$ cat src/rtl/pb_event_pkg.sv
// rtl/pb_event_pkg.sv - shared state encoding and default timing constants for the push-button decoder
package pb_event_pkg;

    typedef enum logic [2:0] {
        ST_IDLE           = 3'd0,
        ST_PRESSED        = 3'd1,
        ST_LONG_HELD      = 3'd2,
        ST_WAIT_SECOND    = 3'd3,
        ST_SECOND_PRESSED = 3'd4
    } pb_fsm_e;

    localparam int DEF_PRESCALE     = 50000;
    localparam int DEF_LONG_TICKS   = 800;
    localparam int DEF_DCLICK_TICKS = 250;
    localparam int DEF_REPEAT_TICKS = 100;

    function automatic int max3(input int a, input int b, input int c);
        int m;
        m = (a > b) ? a : b;
        return (m > c) ? m : c;
    endfunction

endpackage

$ cat src/rtl/tick_prescaler.sv
// rtl/tick_prescaler.sv - free-running divider emitting a one-cycle TICK every PRESCALE clocks
module tick_prescaler
    import pb_event_pkg::*;
#(
    parameter int PRESCALE = DEF_PRESCALE
) (
    input  logic CLK,
    input  logic RST,
    output logic TICK
);
    localparam int            CW   = $clog2(PRESCALE);
    localparam logic [CW-1:0] LAST = CW'(PRESCALE - 1);

    logic [CW-1:0] r_cnt;

    always_ff @(posedge CLK) begin
        if (RST) begin
            r_cnt <= '0;
        end else if (r_cnt == LAST) begin
            r_cnt <= '0;
        end else begin
            r_cnt <= r_cnt + 1'b1;
        end
    end

    assign TICK = (r_cnt == LAST);
endmodule

$ cat src/rtl/pb_event_decoder.sv
// rtl/pb_event_decoder.sv - turns debounced press/release strobes into short, double, long and repeat events
module pb_event_decoder
    import pb_event_pkg::*;
#(
    parameter int PRESCALE     = DEF_PRESCALE,
    parameter int LONG_TICKS   = DEF_LONG_TICKS,
    parameter int DCLICK_TICKS = DEF_DCLICK_TICKS,
    parameter int REPEAT_TICKS = DEF_REPEAT_TICKS
) (
    input  logic CLK,
    input  logic RST,
    input  logic PB_state,
    input  logic PB_down,
    input  logic PB_up,
    output logic EV_SHORT,
    output logic EV_DOUBLE,
    output logic EV_LONG,
    output logic EV_REPEAT,
    output logic BUSY
);
    localparam int            TMAX        = max3(LONG_TICKS, DCLICK_TICKS, REPEAT_TICKS);
    localparam int            TW          = $clog2(TMAX + 1);
    localparam logic [TW-1:0] LONG_LAST   = TW'(LONG_TICKS - 1);
    localparam logic [TW-1:0] DCLICK_LAST = TW'(DCLICK_TICKS - 1);
    localparam logic [TW-1:0] REPEAT_LAST = TW'(REPEAT_TICKS - 1);
    localparam logic [TW-1:0] TIMER_SAT   = '1;

    logic          w_tick;
    pb_fsm_e       r_state;
    pb_fsm_e       w_state_next;
    logic [TW-1:0] r_timer;
    logic          w_timer_clr;
    logic          w_down;
    logic          w_long_due;
    logic          w_dclick_due;
    logic          w_repeat_due;
    logic          r_ev_short, r_ev_double, r_ev_long, r_ev_repeat;
    logic          w_ev_short, w_ev_double, w_ev_long, w_ev_repeat;

    tick_prescaler #(.PRESCALE(PRESCALE)) u_prescaler (
        .CLK  (CLK),
        .RST  (RST),
        .TICK (w_tick)
    );

    // A press strobe arriving together with a release strobe is dropped.
    assign w_down       = PB_down & ~PB_up;
    assign w_long_due   = w_tick && (r_timer == LONG_LAST);
    assign w_dclick_due = w_tick && (r_timer == DCLICK_LAST);
    assign w_repeat_due = w_tick && (r_timer == REPEAT_LAST);

    always_ff @(posedge CLK) begin
        if (RST) begin
            r_state     <= ST_IDLE;
            r_ev_short  <= 1'b0;
            r_ev_double <= 1'b0;
            r_ev_long   <= 1'b0;
            r_ev_repeat <= 1'b0;
        end else begin
            r_state     <= w_state_next;
            r_ev_short  <= w_ev_short;
            r_ev_double <= w_ev_double;
            r_ev_long   <= w_ev_long;
            r_ev_repeat <= w_ev_repeat;
        end
    end

    // Release/press strobes win over same-cycle timeouts; a level that
    // disagrees with the state means a lost strobe, so resynchronise to IDLE.
    always_comb begin
        w_state_next = r_state;
        w_timer_clr  = 1'b0;
        w_ev_short   = 1'b0;
        w_ev_double  = 1'b0;
        w_ev_long    = 1'b0;
        w_ev_repeat  = 1'b0;
        case (r_state)
            ST_IDLE: begin
                if (w_down) w_state_next = ST_PRESSED;
            end
            ST_PRESSED: begin
                if (PB_up) begin
                    w_state_next = ST_WAIT_SECOND;
                end else if (!PB_state) begin
                    w_state_next = ST_IDLE;
                end else if (w_long_due) begin
                    w_state_next = ST_LONG_HELD;
                    w_ev_long    = 1'b1;
                end
            end
            ST_LONG_HELD: begin
                if (PB_up || !PB_state) begin
                    w_state_next = ST_IDLE;
                end else if (w_repeat_due) begin
                    w_ev_repeat = 1'b1;
                    w_timer_clr = 1'b1;
                end
            end
            ST_WAIT_SECOND: begin
                if (w_down) begin
                    w_state_next = ST_SECOND_PRESSED;
                end else if (PB_state) begin
                    w_state_next = ST_IDLE;
                end else if (w_dclick_due) begin
                    w_state_next = ST_IDLE;
                    w_ev_short   = 1'b1;
                end
            end
            ST_SECOND_PRESSED: begin
                if (PB_up) begin
                    w_state_next = ST_IDLE;
                    w_ev_double  = 1'b1;
                end else if (!PB_state) begin
                    w_state_next = ST_IDLE;
                end
            end
            default: w_state_next = ST_IDLE;
        endcase
    end

    always_ff @(posedge CLK) begin
        if (RST) begin
            r_timer <= '0;
        end else if ((w_state_next != r_state) || w_timer_clr) begin
            r_timer <= '0;
        end else if (w_tick && (r_timer != TIMER_SAT)) begin
            r_timer <= r_timer + 1'b1;
        end
    end

    assign EV_SHORT  = r_ev_short;
    assign EV_DOUBLE = r_ev_double;
    assign EV_LONG   = r_ev_long;
    assign EV_REPEAT = r_ev_repeat;
    assign BUSY      = (r_state != ST_IDLE);
endmodule

$ cat config.mk
export PLATFORM = sky130hd
export DESIGN_NAME = pb_event_decoder
export DESIGN_NICKNAME = d
export VERILOG_FILES = /design/src/rtl/pb_event_pkg.sv /design/src/rtl/tick_prescaler.sv /design/src/rtl/pb_event_decoder.sv
export SDC_FILE = /design/constraint.sdc
export NUM_CORES = 1
export LEC_CHECK = 0
export BUFFER_PORTS_ARGS = -buffer_cell sky130_fd_sc_hd__buf_4
export CAP_MARGIN = 20
export CORE_MARGIN = 5
export CORE_UTILIZATION = 41
export DETAILED_ROUTE_END_ITERATION = 8
export PLACE_DENSITY = 0.54
export SLEW_MARGIN = 10
export SYNTH_ARGS = -nofsm -noshare
export SYNTH_HDL_FRONTEND = slang
export SYNTH_SLANG_ARGS = --single-unit
$ cat constraint.sdc
create_clock -name CLK -period 5.3 [get_ports CLK]
set_input_delay 1.06 -clock CLK [delete_from_list [all_inputs] [get_ports CLK]]
set_output_delay 1.06 -clock CLK [all_outputs]
set_load 0.05 [all_outputs]
# Word level (Yosys, flattened, before mapping)

Cells that the tools add are included.

Register bits: 33
Bits of input ports: 5
Output and inout port bits: 5
Word-level logic and storage cells: 56

Add/subtract/negate cells: 2
Eq/ne operators: 10
Multiplexer cells: 17
Bitwise operators: 6
Reduce and logical (&&, ||, !) cells: 14

Operators with widths:

| operator                                             | count |
|---|---|
| two-way mux 3 bit                                    | 10 |
| adder 16 x 1 -> 16 bit, second input constant        | 1 |
| equality test 16 bit, second input constant          | 1 |
| one-hot mux 3 bit (5 select lines)                   | 1 |
| adder 10 x 1 -> 10 bit, second input constant        | 1 |
| equality test 10 bit, second input constant          | 1 |
| equality test 10 x 7 -> 1 bit, second input constant | 1 |
| equality test 10 x 8 -> 1 bit, second input constant | 1 |
| != test 10 bit, second input constant                | 1 |
| OR reduction 4 bit                                   | 2 |
| equality test 3 x 2 -> 1 bit, second input constant  | 2 |
| two-way mux 1 bit                                    | 6 |
| OR reduction 2 bit                                   | 3 |
| NOT 1 bit                                            | 5 |
| logical AND 1 bit                                    | 4 |
| equality test 3 x 1 -> 1 bit, second input constant  | 1 |
| equality test 3 bit, second input constant           | 1 |
| logical NOT 3 bit                                    | 1 |
| != test 3 bit                                        | 1 |
| nonzero test 3 bit                                   | 1 |
| logical OR 1 bit                                     | 2 |
| bitwise AND 1 bit                                    | 1 |
| logical NOT 1 bit                                    | 1 |

# Logic depth before layout (Yosys ltp)

Depth in word-level cells: 9
Depth in mapped cells: 9
Gate-level depth less buffers: 7

# By module

Synthesis repeated with hierarchy kept, for this count alone.

Cell total of the unflattened synthesis: 193
Area total of the unflattened synthesis: 1657.8 sq um

Modules (own cells, without submodules):

| module           | times used | cells each | area an instance (sq um) | seq. area each (sq um) |
|---|---|---|---|---|
| pb_event_decoder | 1          | 112        | 947.2                    | 340.3 |
| tick_prescaler   | 1          | 81         | 710.7                    | 320.3 |

# Worst setup path after synthesis

OpenSTA, ideal clock, no wires.

Path type: input-to-reg
From: in PB_down
To: reg r_timer[1]
Setup time: 82 ps
Data arrival time: 2303 ps
Data required time: 5218 ps
Path slack: 2915 ps
Stages: 7
Buffers on the path: 1
Cell sequence: nor2b_1 o211ai_1 a41oi_4 or3_1 a211o_1 buf_6 a211oi_4

Word-level cells in the longest chain between the ends: 6
Elaborated cells between the ends (all ways): 7
Those cells by class: 1 x eq/ne; 3 x mux; 1 x bitwise; 2 x reduce/logical

RTL lines:

| what                                   | line                                            | source |
|---|---|---|
| start: declaration                     | pb_event_decoder.sv:13                          | `input logic PB_down,` |
| bitwise AND 1 bit (*)                  | pb_event_decoder.sv:47                          | `assign w_down = PB_down & ~PB_up;` |
| two-way mux 3 bit (on tied branches)   | pb_event_decoder.sv:100, pb_event_decoder.sv:79 |  |
| one-hot mux 3 bit (5 select lines) (*) | pb_event_decoder.sv:77                          | `case (r_state)` |
| != test 3 bit (*)                      | pb_event_decoder.sv:124                         | `end else if ((w_state_next != r_state) \|\| w_timer_clr) begin` |
| logical OR 1 bit (*)                   | pb_event_decoder.sv:124                         |  |
| OR reduction 2 bit (no line) (*)       | -                                               |  |
| end signal: assignment                 | pb_event_decoder.sv:127                         | `r_timer <= r_timer + 1'b1;` |
| end: declaration                       | pb_event_decoder.sv:31                          | `logic [TW-1:0] r_timer;` |

Every way passes the cells marked *; elsewhere a longest branch is shown, timed or not.
A chain may end at the register's enable or synchronous reset.

# Worst setup path in the final report

From: in PB_up
To: reg r_timer[1]

Word-level cells in the longest chain between the ends: 7
Elaborated cells between the ends (all ways): 14
Those cells by class: 1 x eq/ne; 8 x mux; 2 x bitwise; 3 x reduce/logical

RTL lines:

| what                                 | line                                            | source |
|---|---|---|
| start: declaration                   | pb_event_decoder.sv:14                          | `input logic PB_up,` |
| NOT 1 bit                            | pb_event_decoder.sv:47                          |  |
| bitwise AND 1 bit                    | pb_event_decoder.sv:47                          |  |
| two-way mux 3 bit (on tied branches) | pb_event_decoder.sv:100, pb_event_decoder.sv:79 |  |
| one-hot mux 3 bit (5 select lines)   | pb_event_decoder.sv:77                          |  |
| != test 3 bit                        | pb_event_decoder.sv:124                         |  |
| logical OR 1 bit (*)                 | pb_event_decoder.sv:124                         |  |
| OR reduction 2 bit (no line) (*)     | -                                               |  |

Marked as above.

==> summary.txt <==
Outcome
  – Status: finished, final reports clean

Floorplan
  – Die Width: 73.1 um
  – # rows: 23
  – Placeable Area: 3940 um2
  – Starting density of the core: 0.414
  – Die area: 5350 um2
  – Die Span Y: 73.1 um
  – Ports: 10

Global routing
  – GRT Util Overall: 0.134
  – Vias in the first global route: 1,295
  – Initial antenna violation count: 0
  – Pin count of the biggest net entering global routing: 17
  – First-pass GRT wire length: 5640 um
  – Gr ovfl total: 0

STA
  – Worst Tran Pin Value: 0.824 ns
  – TNS Setup: 0 ns
  – Endpoints failing setup: 0
  – Slew Viols, Final: 0
  – F_max: 0.425 GHz
  – RSZ-0062 raised after global routing: false
  – Worst Clk Skew: 0.0105 ns
  – Final Hold Viols: 0
  – Post-layout min period: 2.35 ns
  – Fin crit share: 0.444
  – Headroom to the max-slew limit: 0.437

Finish
  – Filler cells: 368
  – Antenna cell count: 0
  – Ratio of cells with drive above 1 in the final layout: 0.114
  – Final std cells w/o fill: 243
  – Layout net count: 200
  – Fin util: 0.467
  – Area Growth Syn to Fin: 12.8%

Yosys
  – Synth Area in Compound Gates: 0.105
  – Post-synth top cells: 33 x dfxtp_1, 28 x nor2_1, 13 x nand2_1, 11 x and3_1
  – Post-synthesis sequential area ratio: 0.404
  – Xor and xnor area share after synthesis: 0.107
  – Largest family of logic cells by synthesized area: simple AND/OR/NAND/NOR gates
  – Post-Syn Area: 1630 um2
  – Mean Syn Cell Area: 8.93 um2
  – Synthesis warning total: 0
  – Simple-Gate Fraction of Synth Area: 0.326
  – Synth Area in Adders: 0.0230
  – Ys flop type: dfxtp_1
  – Cells after Synth: 183
  – Post-synth EDFFs: 0
  – Netlist cell types: 39
  – Post-Syn Nets: 191
  – Async SR Flop Fraction: 0
  – Synth top area cells: dfxtp_1 40%, nor2_1 6.4%, xnor2_1 5.4%
  – Yosys top cell area share: 0.404
  – Mux cell area share after synthesis: 0
  – Count leader, synth: dfxtp_1
  – Area leader, netlist: dfxtp_1
  – Register bit total from synthesis: 33

Power and ir drop
  – Pwr Density: 285 nW/um2
  – Leakage power: 0.681 nW
  – Worst IR Drop VDD: 0.138 mV

Clocking
  – CTS tree: done
  – Hold_buf cts: 0
  – CTS sink cnt: 33
  – Postcts setup bufs: 0
  – CTS root buf: clkbuf_8
  – Worst-path clk slew: 0.07 ns
  – Clock Latency Late Sink: 0.29 ns
  – Num CTS Buffers: 5
  – CTS Buffer Depth: 2
  – CTS HTree Levels: 2
  – Post-CTS sizing: 0

Run
  – Maxcap violations: 0

Worst hold path
  – HP Class: register to register
  – Min-delay src: u_prescaler.r_cnt[0]
  – WHS Endpoint: u_prescaler.r_cnt[0]
  – Hold Path Depth: 1

Worst setup path
  – Reg-to-Reg End: r_timer[1]
  – Cell depth of the worst flop-to-flop path: 7
  – Crit path arrival time: 2.56 ns
  – Critical path class: input port to register
  – WP data required: 5.51 ns
  – Critical Path Start Type: input port
  – Crit. End Element: register
  – FF-to-FF Start: u_prescaler.r_cnt[0]
  – Critical path fanouts, max: 10
  – Reg2Reg Setup Slack: 2.96 ns

Drt
  – Avg WL per Cell: 12.8 um
  – Total wire length: 3110 um
  – Post-route DRC violation count: 0
  – Vias: 1,290
  – Antenna Violating Nets Remaining: 0
  – DRT Pass-1 Iters: 4
  – Initial DRC count: 82
  – DR vias/cell: 5.31

Place
  – Placed Cells: 235
  – Hpwl dp: 2290 um
  – Buffers on Ports: 9
  – Placer Congestion: 0.914
==> worst max-delay path: stages <==
cell and delay (ns):
buf_4 0.14, o211ai_1 0.26, a41oi_4 0.07, or3_1 0.37
a211o_1 0.46, a211oi_4 0.20
==> per-layer routing <==
metal / wire length (um) / GRT usage / vias up
met5: 0 / 0 / -
met4: 70 / 0.0635 / 0
met3: 117 / 0.0372 / 7
met2: 1530 / 0.222 / 19
met1: 1390 / 0.159 / 601
li1: - / - / 663
==> worst max-delay path by stage <==
stage / from / endpoint / slack, ns
6_report: PB_up / r_timer[1] / 2.95
5_1_grt: u_prescaler.r_cnt[0] / r_timer[1] / 2.81
4_1_cts: PB_up / r_timer[1] / 2.94
3_5_place_dp: PB_up / r_timer[1] / 2.65
3_3_place_gp: PB_up / r_timer[1] / 2.67
2_1_floorplan: PB_down / r_timer[1] / 2.92
==> layout by cell type (no fill, tap or decap), types with 2 or more instances in the layout <==
cell type,n
a21oi_1,5
and3_1,11
and3b_1,2
buf_4,9
clkbuf_8,6
dfxtp_1,33
ha_1,3
inv_1,5
nand2_1,13
nand3_1,5
nand3b_1,2
nand4_1,6
nor2_1,28
nor2b_1,4
nor3_1,7
nor3b_1,3
nor4b_1,2
nor4b_2,2
o211ai_1,3
o21ai_0,3
or3_1,4
xnor2_1,10
xor2_1,10
==> report_power, final <==
group          internal (mW)  total, mW  switching, mW  leakage, nW
Combinational         0.0107     0.0290         0.0183        0.356
Sequential             0.251      0.254        0.00274        0.267
Clock                  0.153      0.242         0.0886       0.0585
Total                  0.415      0.524          0.110        0.681
==> stage by stage <==
stage               cell area [um2]  power, mW  setup slack (ns)  hold WS (ns)
detailed placement             1730      0.288              2.65         0.434
CTS                            1840      0.533              2.94         0.443
global placement               1730      0.288              2.67         0.425
global route                   1840      0.547              2.81         0.474
finish                         1840      0.524              2.95         0.436
floorplan                      1630      0.281              2.92         0.413
==> sequential cells by signal, indices dropped and copies added, names as in the netlist <==
register	flops
u_prescaler.r_cnt	16
r_timer	10
r_state	3
EV_DOUBLE	1
EV_LONG	1
EV_REPEAT	1
EV_SHORT	1
==> final cells by class <==
class / instances / area, um2 / share of cell area
Clock inverter: 1 / 30.0 / 0.0163
Tap cell: 50 / 62.6 / 0.0339
Multi-Input combinational cell: 138 / 917 / 0.498
Inverter: 5 / 18.8 / 0.0102
Clock buffer: 7 / 86.3 / 0.0468
Timing Repair Buffer: 9 / 67.6 / 0.0367
Sequential cell: 33 / 661 / 0.358
==> cell families (layout without fill, tap and decap cells) <==
| logic type | Yosys count | after routing |
|---|---|---|
| compound gates | 21 | 21 |
| simple gates | 94 | 94 |
| xor+xnor | 20 | 20 |
| fa+ha+maj | 3 | 3 |
| buf+inv | 12 | 22 |
| flops | 33 | 33 |
No activity file was read; power rests on OpenSTA's default activity.
